$ cat src/rtl/gpu_stream_pkg.sv
// Shared definitions for the triangle word-stream path (serializer and assembler sides).
// Holds frame markers, record geometry, serializer states and the word-select helper.
package gpu_stream_pkg;

    localparam logic [31:0] FRAME_START   = 32'd0;
    localparam logic [31:0] FRAME_END     = 32'd1;
    localparam int          TRI_W         = 168;
    localparam int          WORDS_PER_TRI = 6;

    typedef logic [TRI_W-1:0] tri_t;

    typedef enum logic [2:0] {
        IDLE,
        SEND_START,
        ACTIVE,
        SEND_TRI,
        SEND_END
    } ser_state_t;

    // Least-significant word first; the last word carries only the top 8 bits.
    function automatic logic [31:0] tri_word(input tri_t rec, input logic [2:0] idx);
        logic [31:0] w;
        case (idx)
            3'd0:    w = rec[31:0];
            3'd1:    w = rec[63:32];
            3'd2:    w = rec[95:64];
            3'd3:    w = rec[127:96];
            3'd4:    w = rec[159:128];
            default: w = {24'h0, rec[167:160]};
        endcase
        return w;
    endfunction

endpackage

$ cat src/rtl/texel_serializer_if.sv
// Triangle-in / word-out handshake bundle for the texel serializer.
// slave is the serializer's view; master is the view of the block that feeds and drains it.
interface texel_serializer_if;
    import gpu_stream_pkg::*;

    logic        frame_open;
    logic        frame_close;
    tri_t        tri_data;
    logic        tri_valid;
    logic        tri_ready;
    logic [31:0] word_out;
    logic        word_valid;
    logic        word_ready;
    logic        busy;
    logic [15:0] tri_count;

    modport slave (
        input  frame_open, frame_close, tri_data, tri_valid, word_ready,
        output tri_ready, word_out, word_valid, busy, tri_count
    );

    modport master (
        output frame_open, frame_close, tri_data, tri_valid, word_ready,
        input  tri_ready, word_out, word_valid, busy, tri_count
    );

endinterface

$ cat src/rtl/texel_serializer.sv
// Splits 168-bit triangle records into a framed stream of 32-bit words:
// FRAME_START, six words per triangle (LSW first), FRAME_END.
module texel_serializer
    import gpu_stream_pkg::*;
(
    input logic              clk,
    input logic              rst,
    texel_serializer_if.slave ser
);

    localparam logic [2:0] LAST_IDX = 3'(WORDS_PER_TRI - 1);

    ser_state_t  state_q, state_d;
    logic [2:0]  word_idx_q, word_idx_d;
    tri_t        hold_q, hold_d;
    logic [31:0] word_out_q, word_out_d;
    logic [15:0] tri_count_q, tri_count_d;
    logic        close_pending_q, close_pending_d;
    logic        tri_ready_c;

    always_ff @(posedge clk) begin
        if (rst) begin
            state_q         <= IDLE;
            word_idx_q      <= 3'd0;
            hold_q          <= '0;
            word_out_q      <= 32'h0;
            tri_count_q     <= 16'h0;
            close_pending_q <= 1'b0;
        end else begin
            state_q         <= state_d;
            word_idx_q      <= word_idx_d;
            hold_q          <= hold_d;
            word_out_q      <= word_out_d;
            tri_count_q     <= tri_count_d;
            close_pending_q <= close_pending_d;
        end
    end

    always_comb begin
        state_d         = state_q;
        word_idx_d      = word_idx_q;
        hold_d          = hold_q;
        word_out_d      = word_out_q;
        tri_count_d     = tri_count_q;
        close_pending_d = close_pending_q;
        tri_ready_c     = 1'b0;

        if (state_q != IDLE && ser.frame_close) close_pending_d = 1'b1;

        case (state_q)
            IDLE: begin
                // A close is only remembered if it rides along with the open.
                if (ser.frame_open) begin
                    word_out_d      = FRAME_START;
                    tri_count_d     = 16'h0;
                    close_pending_d = ser.frame_close;
                    state_d         = SEND_START;
                end
            end
            SEND_START: begin
                if (ser.word_ready) state_d = ACTIVE;
            end
            ACTIVE: begin
                tri_ready_c = 1'b1;
                if (ser.tri_valid) begin
                    hold_d      = ser.tri_data;
                    word_idx_d  = 3'd0;
                    word_out_d  = tri_word(ser.tri_data, 3'd0);
                    tri_count_d = (tri_count_q == 16'hFFFF) ? tri_count_q : tri_count_q + 16'd1;
                    state_d     = SEND_TRI;
                end else if (close_pending_q) begin
                    word_out_d = FRAME_END;
                    state_d    = SEND_END;
                end
            end
            SEND_TRI: begin
                if (ser.word_ready) begin
                    if (word_idx_q == LAST_IDX) begin
                        word_idx_d = 3'd0;
                        state_d    = ACTIVE;
                    end else begin
                        word_idx_d = word_idx_q + 3'd1;
                        word_out_d = tri_word(hold_q, word_idx_q + 3'd1);
                    end
                end
            end
            SEND_END: begin
                if (ser.word_ready) begin
                    close_pending_d = 1'b0;
                    state_d         = IDLE;
                end
            end
            default: state_d = IDLE;
        endcase
    end

    assign ser.tri_ready  = tri_ready_c;
    assign ser.word_out   = word_out_q;
    assign ser.word_valid = (state_q == SEND_START) || (state_q == SEND_TRI) || (state_q == SEND_END);
    assign ser.busy       = (state_q != IDLE);
    assign ser.tri_count  = tri_count_q;

endmodule
$ cat src/flat_wrapper.sv
// flat-port wrapper written by rule: the top's interface ports become plain ports
module texel_serializer_flat import gpu_stream_pkg::*;
  (clk, rst, ser_frame_open, ser_frame_close, ser_tri_data, ser_tri_valid, ser_word_ready, ser_tri_ready, ser_word_out, ser_word_valid, ser_busy, ser_tri_count);
  texel_serializer_if ser_i ();
  input logic clk;
  input logic rst;
  input wire logic [$bits(ser_i.frame_open)-1:0] ser_frame_open;
  input wire logic [$bits(ser_i.frame_close)-1:0] ser_frame_close;
  input wire logic [$bits(ser_i.tri_data)-1:0] ser_tri_data;
  input wire logic [$bits(ser_i.tri_valid)-1:0] ser_tri_valid;
  input wire logic [$bits(ser_i.word_ready)-1:0] ser_word_ready;
  output wire logic [$bits(ser_i.tri_ready)-1:0] ser_tri_ready;
  output wire logic [$bits(ser_i.word_out)-1:0] ser_word_out;
  output wire logic [$bits(ser_i.word_valid)-1:0] ser_word_valid;
  output wire logic [$bits(ser_i.busy)-1:0] ser_busy;
  output wire logic [$bits(ser_i.tri_count)-1:0] ser_tri_count;
  assign ser_i.frame_open = ser_frame_open;
  assign ser_i.frame_close = ser_frame_close;
  assign ser_i.tri_data = ser_tri_data;
  assign ser_i.tri_valid = ser_tri_valid;
  assign ser_i.word_ready = ser_word_ready;
  assign ser_tri_ready = ser_i.tri_ready;
  assign ser_word_out = ser_i.word_out;
  assign ser_word_valid = ser_i.word_valid;
  assign ser_busy = ser_i.busy;
  assign ser_tri_count = ser_i.tri_count;
  texel_serializer u_core (.clk(clk), .rst(rst), .ser(ser_i));
endmodule
$ cat config.mk
export PLATFORM = sky130hd
export DESIGN_NAME = texel_serializer_flat
export DESIGN_NICKNAME = d
export VERILOG_FILES = /design/src/rtl/gpu_stream_pkg.sv /design/src/rtl/texel_serializer_if.sv /design/src/rtl/texel_serializer.sv /design/src/flat_wrapper.sv
export SDC_FILE = /design/constraint.sdc
export NUM_CORES = 1
export LEC_CHECK = 0
export ABC_AREA = 1
export CORE_ASPECT_RATIO = 0.5
export CORE_MARGIN = 5
export CORE_UTILIZATION = 35
export DETAILED_ROUTE_END_ITERATION = 12
export GPL_ROUTABILITY_DRIVEN = 0
export PLACE_DENSITY = 0.6
export RECOVER_POWER = 25
export SLEW_MARGIN = 20
export SYNTH_ARGS = -nofsm -noshare
export SYNTH_HDL_FRONTEND = slang
export SYNTH_SLANG_ARGS = --single-unit
$ cat constraint.sdc
create_clock -name clk -period 2.4 [get_ports clk]
set_input_delay 0.36 -clock clk [delete_from_list [all_inputs] [get_ports clk]]
set_output_delay 0.36 -clock clk [all_outputs]
set_load 0.01 [all_outputs]
## Yosys cells after proc, flatten, opt, wreduce, memory -nomap -nowiden

Index checks and enable logic that the tools add are counted.

| cells by class | value |
|---|---|
| add/subtract/negate cells | 2 |
| $mul | 0 |
| div/mod/pow operators | 0 |
| magnitude comparators | 0 |
| equality and inequality tests | 19 |
| shift operators | 0 |
| multiplexer cells | 28 |
| bitwise logic cells | 0 |
| reduce and logical (&&, ||, !) cells | 14 |

Operators by type and width:

| cell | number |
|---|---|
| 2-to-1 mux 32 bit | 5 |
| case mux 32 bit (5 select lines) | 1 |
| case mux 32 bit (3 select lines) | 1 |
| 2-to-1 mux 16 bit | 3 |
| case mux 16 bit (2 select lines) | 1 |
| 2-to-1 mux 3 bit | 10 |
| adder 16 x 1 -> 16 bit, second input constant | 1 |
| == test 16 bit, second input constant | 1 |
| case mux 3 bit (5 select lines) | 1 |
| inequality test 2 bit, second input constant | 7 |
| == test 3 x 2 -> 1 bit, second input constant | 4 |
| == test 3 bit, second input constant | 3 |
| == test 3 x 1 -> 1 bit, second input constant | 2 |
| zero test 3 bit | 2 |
| case mux 3 bit (2 select lines) | 1 |
| AND reduction 6 bit | 1 |
| nonzero test 3 bit | 2 |
| AND reduction 5 bit | 1 |
| 2-to-1 mux 1 bit | 4 |
| AND reduction 4 bit | 1 |
| nonzero test 2 bit | 2 |
| adder 3 x 1 -> 3 bit, second input constant | 1 |
| inequality test 3 x 2 -> 1 bit, second input constant | 1 |
| AND reduction 3 bit | 1 |
| other kinds (5) | 6 |

| word-level totals | value |
|---|---|
| register bits after elaboration | 223 |
| bits in latches | 0 |
| RAM bits | 0 |
| bits in read-only memories | 0 |
| bits of input ports | 174 |
| logic and storage cells | 69 |
| memories | 0 |

## Logic depth before layout (Yosys ltp)

| logic depth | value |
|---|---|
| depth in word-level cells | 6 |
| depth in mapped cells | 12 |
| depth with buffers taken out | 10 |

## Worst setup path after synthesis

No wires, ideal clock.

| timing | value |
|---|---|
| path kind | register -> register |
| from | reg u_core.tri_count_q[0], in the netlist u_core.ser.tri_count[0] |
| to | reg u_core.tri_count_q[13], in the netlist u_core.ser.tri_count[13] |
| setup time | 0.071 ns |
| data arrival time | 1.686 ns |
| data required time | 2.329 ns |
| slack | 0.643 ns |
| stages on the path, launching flop included | 11 |
| path through | dfxtp_1 ha_1 nand2_2 nor2_4 nand2_2 o21ai_2 nand2_4 nand2_4 buf_6 nand2_1 a21oi_1 |

| between the ends | value |
|---|---|
| word-level cells in the longest chain between the ends | 4 |
| elaborated cells between the ends (all ways) | 7 |
| those cells by class | 1 x add/sub; 2 x eq/ne; 3 x mux; 1 x reduce/logical |

Ends and longest elaborated chain:

| item | RTL line | text |
|---|---|---|
| start: declaration | texel_serializer.sv:17 | `logic [15:0] tri_count_q, tri_count_d;` |
| start signal: assignment | texel_serializer.sv:34 | `tri_count_q <= tri_count_d;` |
| adder 16 x 1 -> 16 bit | texel_serializer.sv:69 | `tri_count_d = (tri_count_q == 16'hFFFF) ? tri_count_q : tri_count_q + 16'd1;` |
| 2-to-1 mux 16 bit | texel_serializer.sv:69 |  |
| 2-to-1 mux 16 bit | texel_serializer.sv:65 | `if (ser.tri_valid) begin` |
| case mux 16 bit (2 select lines) | texel_serializer.sv:50 | `case (state_q)` |

Parallel ways exist; a longest one is shown, timed or not. The select of a mux whose other input is x is not followed.
A chain may end at the register's enable or synchronous reset.

## Worst setup path in the final report

| timing | value |
|---|---|
| from | reg u_core.state_q[1] |
| to | out ser_tri_ready |

| between the ends | value |
|---|---|
| word-level cells in the longest chain between the ends | 2 |

Ends and longest elaborated chain:

| item | RTL line | text |
|---|---|---|
| start: declaration | texel_serializer.sv:13 | `ser_state_t state_q, state_d;` |
| start signal: assignment | texel_serializer.sv:30 | `state_q <= state_d;` |
| == test 3 x 2 -> 1 bit | texel_serializer.sv:50 |  |
| 2-to-1 mux 1 bit | texel_serializer.sv:50 |  |
| end: declaration | flat_wrapper.sv:12 | `output wire logic [$bits(ser_i.tri_ready)-1:0] ser_tri_ready;` |

No other way between the ends.

==> qor.yml <==
status: "finished clean"
viasPerCell: 5.02
top_layer_used: "met4"
syn2layout_area_growth_pct: 34.0
route.detailed.drc: 0
wl_met1_microns: 14800
routed_wl_microns: 34000
cp.arrival_ps: 1860
dp_hpwl_microns: 24400
wl_met3_microns: 1470
htreeDepth: 1
end_kind: "output pin"
gr-total-overflow: 0
vias: 10100
clk_pin_slew_ps: 60
tightest_slew_ps: 973
grt_antenna_before_repair: 1
worstSetupPathType: "flip-flop to output pin"
pwr-share-seq_pct: 41.6
final_core_util_pct: 47.7
syn_avg_cell_area_sq_um: 6.89
drive_above_1_share_pct: 6.00
setup_viol: 0
cts.sinks: 223
fp.dieW_microns: 247
portBuffers: 224
cp_max_fo: 5
drt_iter0_drc: 700
ys.flop_type: "dfxtp_1"
swShare_pct: 31.4
p_leak_nw: 4.79
power.internal_mw: 6.95
maxCapViolations: 0
ys_warn_count: 0
pwr-share-comb_pct: 22.9
fmax_ghz: 0.449
reg2reg_from: "u_core.state_q[1]"
fillers: 2766
powerDensity_mw_per_mm2: 767
grtUsageTotal_pct: 20.8
dieArea_sq_mm: 0.0318
stdcell_area_sq_mm: 0.0132
antenna_cells: 0
power.switching_mw: 3.18
ant_nets: 0
synth-async-reset-ratio_pct: 0
grt_pass1_vias: 10200
grt_max_degree: 158
maxSlewHeadroom_pct: 35.1
finalClockSkew_ps: 16.6
post_dp_cell_area_sq_mm: 0.0125
hold_violations: 0
grt_pass1_wl_microns: 53300
syn-cell-area_sq_mm: 0.00986
hp-start: "rst"
io-pin-count: 225
dp.cells: 1972
dr_wl_met2_microns: 17000
synth_cell_types: 38
ctsHoldBuffers: 0
cts_buffer_depth: 3
initial_core_util_pct: 35.6
final_cells: 2014
final_common_cell: "nand2_1"
cts_tree: "built"
required_ps: 2040
layout_setup_ws_ps: 175
wl_per_cell_microns: 16.9
seq_area_frac_synth_pct: 45.3
fin_crit_ps: 2220
rows: 43
clk_latency_ps: 530
rsz0062_at_grt: "no"
hp-class: "input pin to flip-flop"
critPathLaunchType: "flip-flop"
startpoint: "u_core.state_q[1]"
drtPass1Iterations: 5
synth_nets: 1607
synth_edf_count: 0
nets: 1791
clockPowerShare_pct: 35.5
core_area_sq_mm: 0.0277
synthCells: 1432
ir_drop_v: 0.000476
cts_root_buffer: "clkbuf_16"
synth_seq_cells: 223
layout_common_cells: "nand2_1, dfxtp_1, a21oi_1"
preCtsSetupSlack_ps: 217
tns_ps: 0
die_height_microns: 129
finalCritPeriodShare_pct: 92.7
cts_buffers: 22
maxSlewViolCount: 0
==> worst paths after layout <==
check	depth (start not counted)	slack, ps	end
worst max register to register	10	250	u_core.ser.word_out[13]
worst min register to register	2	450	u_core.hold_q[94]
worst min-delay path	2	210	u_core.ser.word_out[30]
worst max-delay path	3	180	ser_tri_ready
==> sequential cells by signal (all words and copies together), names as in the netlist <==
name / cells
u_core.hold_q: 168
u_core.state_q: 3
u_core.close_pending_q: 1
u_core.ser.word_out: 32
u_core.ser.tri_count: 16
u_core.word_idx_q: 3
==> synthesized netlist by cell type, drive strengths merged (3+ instances only) <==
library cell,count,area (sq um)
nand2,529,2020
dfxtp,223,4460
a21oi,221,1130
nand3,115,576
o21ai,95,479
clkbuf,58,219
inv,58,218
nor2,55,224
buf,38,224
o21bai,13,97.6
nand4,10,62.6
nor3,3,31.3
o211ai,3,22.5
==> kinds of logic after synthesis <==
kind of cell,share of synthesized area (%)
adder cells (fa/ha/maj),0.127
XOR/XNOR,0.178
AND/OR/NAND/NOR,29.8
AO/OA/AOI/OAI,17.9
flip-flops,45.3
buffers and inverters,6.74
==> power groups by stage <==
stage	clock, mW	combinational (mW)	sequential [mW]
finish	3.60	2.32	4.21
global route	3.82	2.56	4.25
CTS	3.66	2.31	4.20
detailed placement	0	2.30	4.28
global placement	0	2.26	4.28
floorplan	0	1.48	4.25
==> metal layers <==
layer  GRT usage (%)  up-vias
met5               0        -
met4            5.08        0
met3            3.42       47
met2            37.3      222
met1            26.3     4785
li1                -     5048
==> stage by stage <==
stage	power [mW]	hold slack, ps
after floorplan	5.73	425
after global placement	6.54	437
after detailed placement	6.59	442
after CTS	10.2	195
after global routing	10.6	201
final	10.1	207
==> critical path: stages (launching register included) <==
cell             delay (ps)
dfxtp_1                 420
inv_2                   100
nor3_4                  250
clkdlybuf4s50_1         580
==> what timing repair did <==
| action | CTS | global route |
|---|---|---|
| setup endpoints to repair | 0 | 3 |
| gates resized for setup | 0 | 3 |
| setup buffers | 0 | 2 |
| hold endpoints to repair | 0 | 0 |
==> layout make-up <==
cell class / instances / area (sq um) / area share (%)
Sequential cell: 223 / 4460 / 33.8
Multi-Input combinational cell: 1054 / 4760 / 36.1
Inverter: 59 / 224 / 1.69
Clock buffer: 31 / 634 / 4.80
Timing Repair Buffer: 256 / 2530 / 19.2
Tap cell: 382 / 478 / 3.62
Clock inverter: 9 / 114 / 0.862
Note: power is estimated with default switching activity, not from simulation.
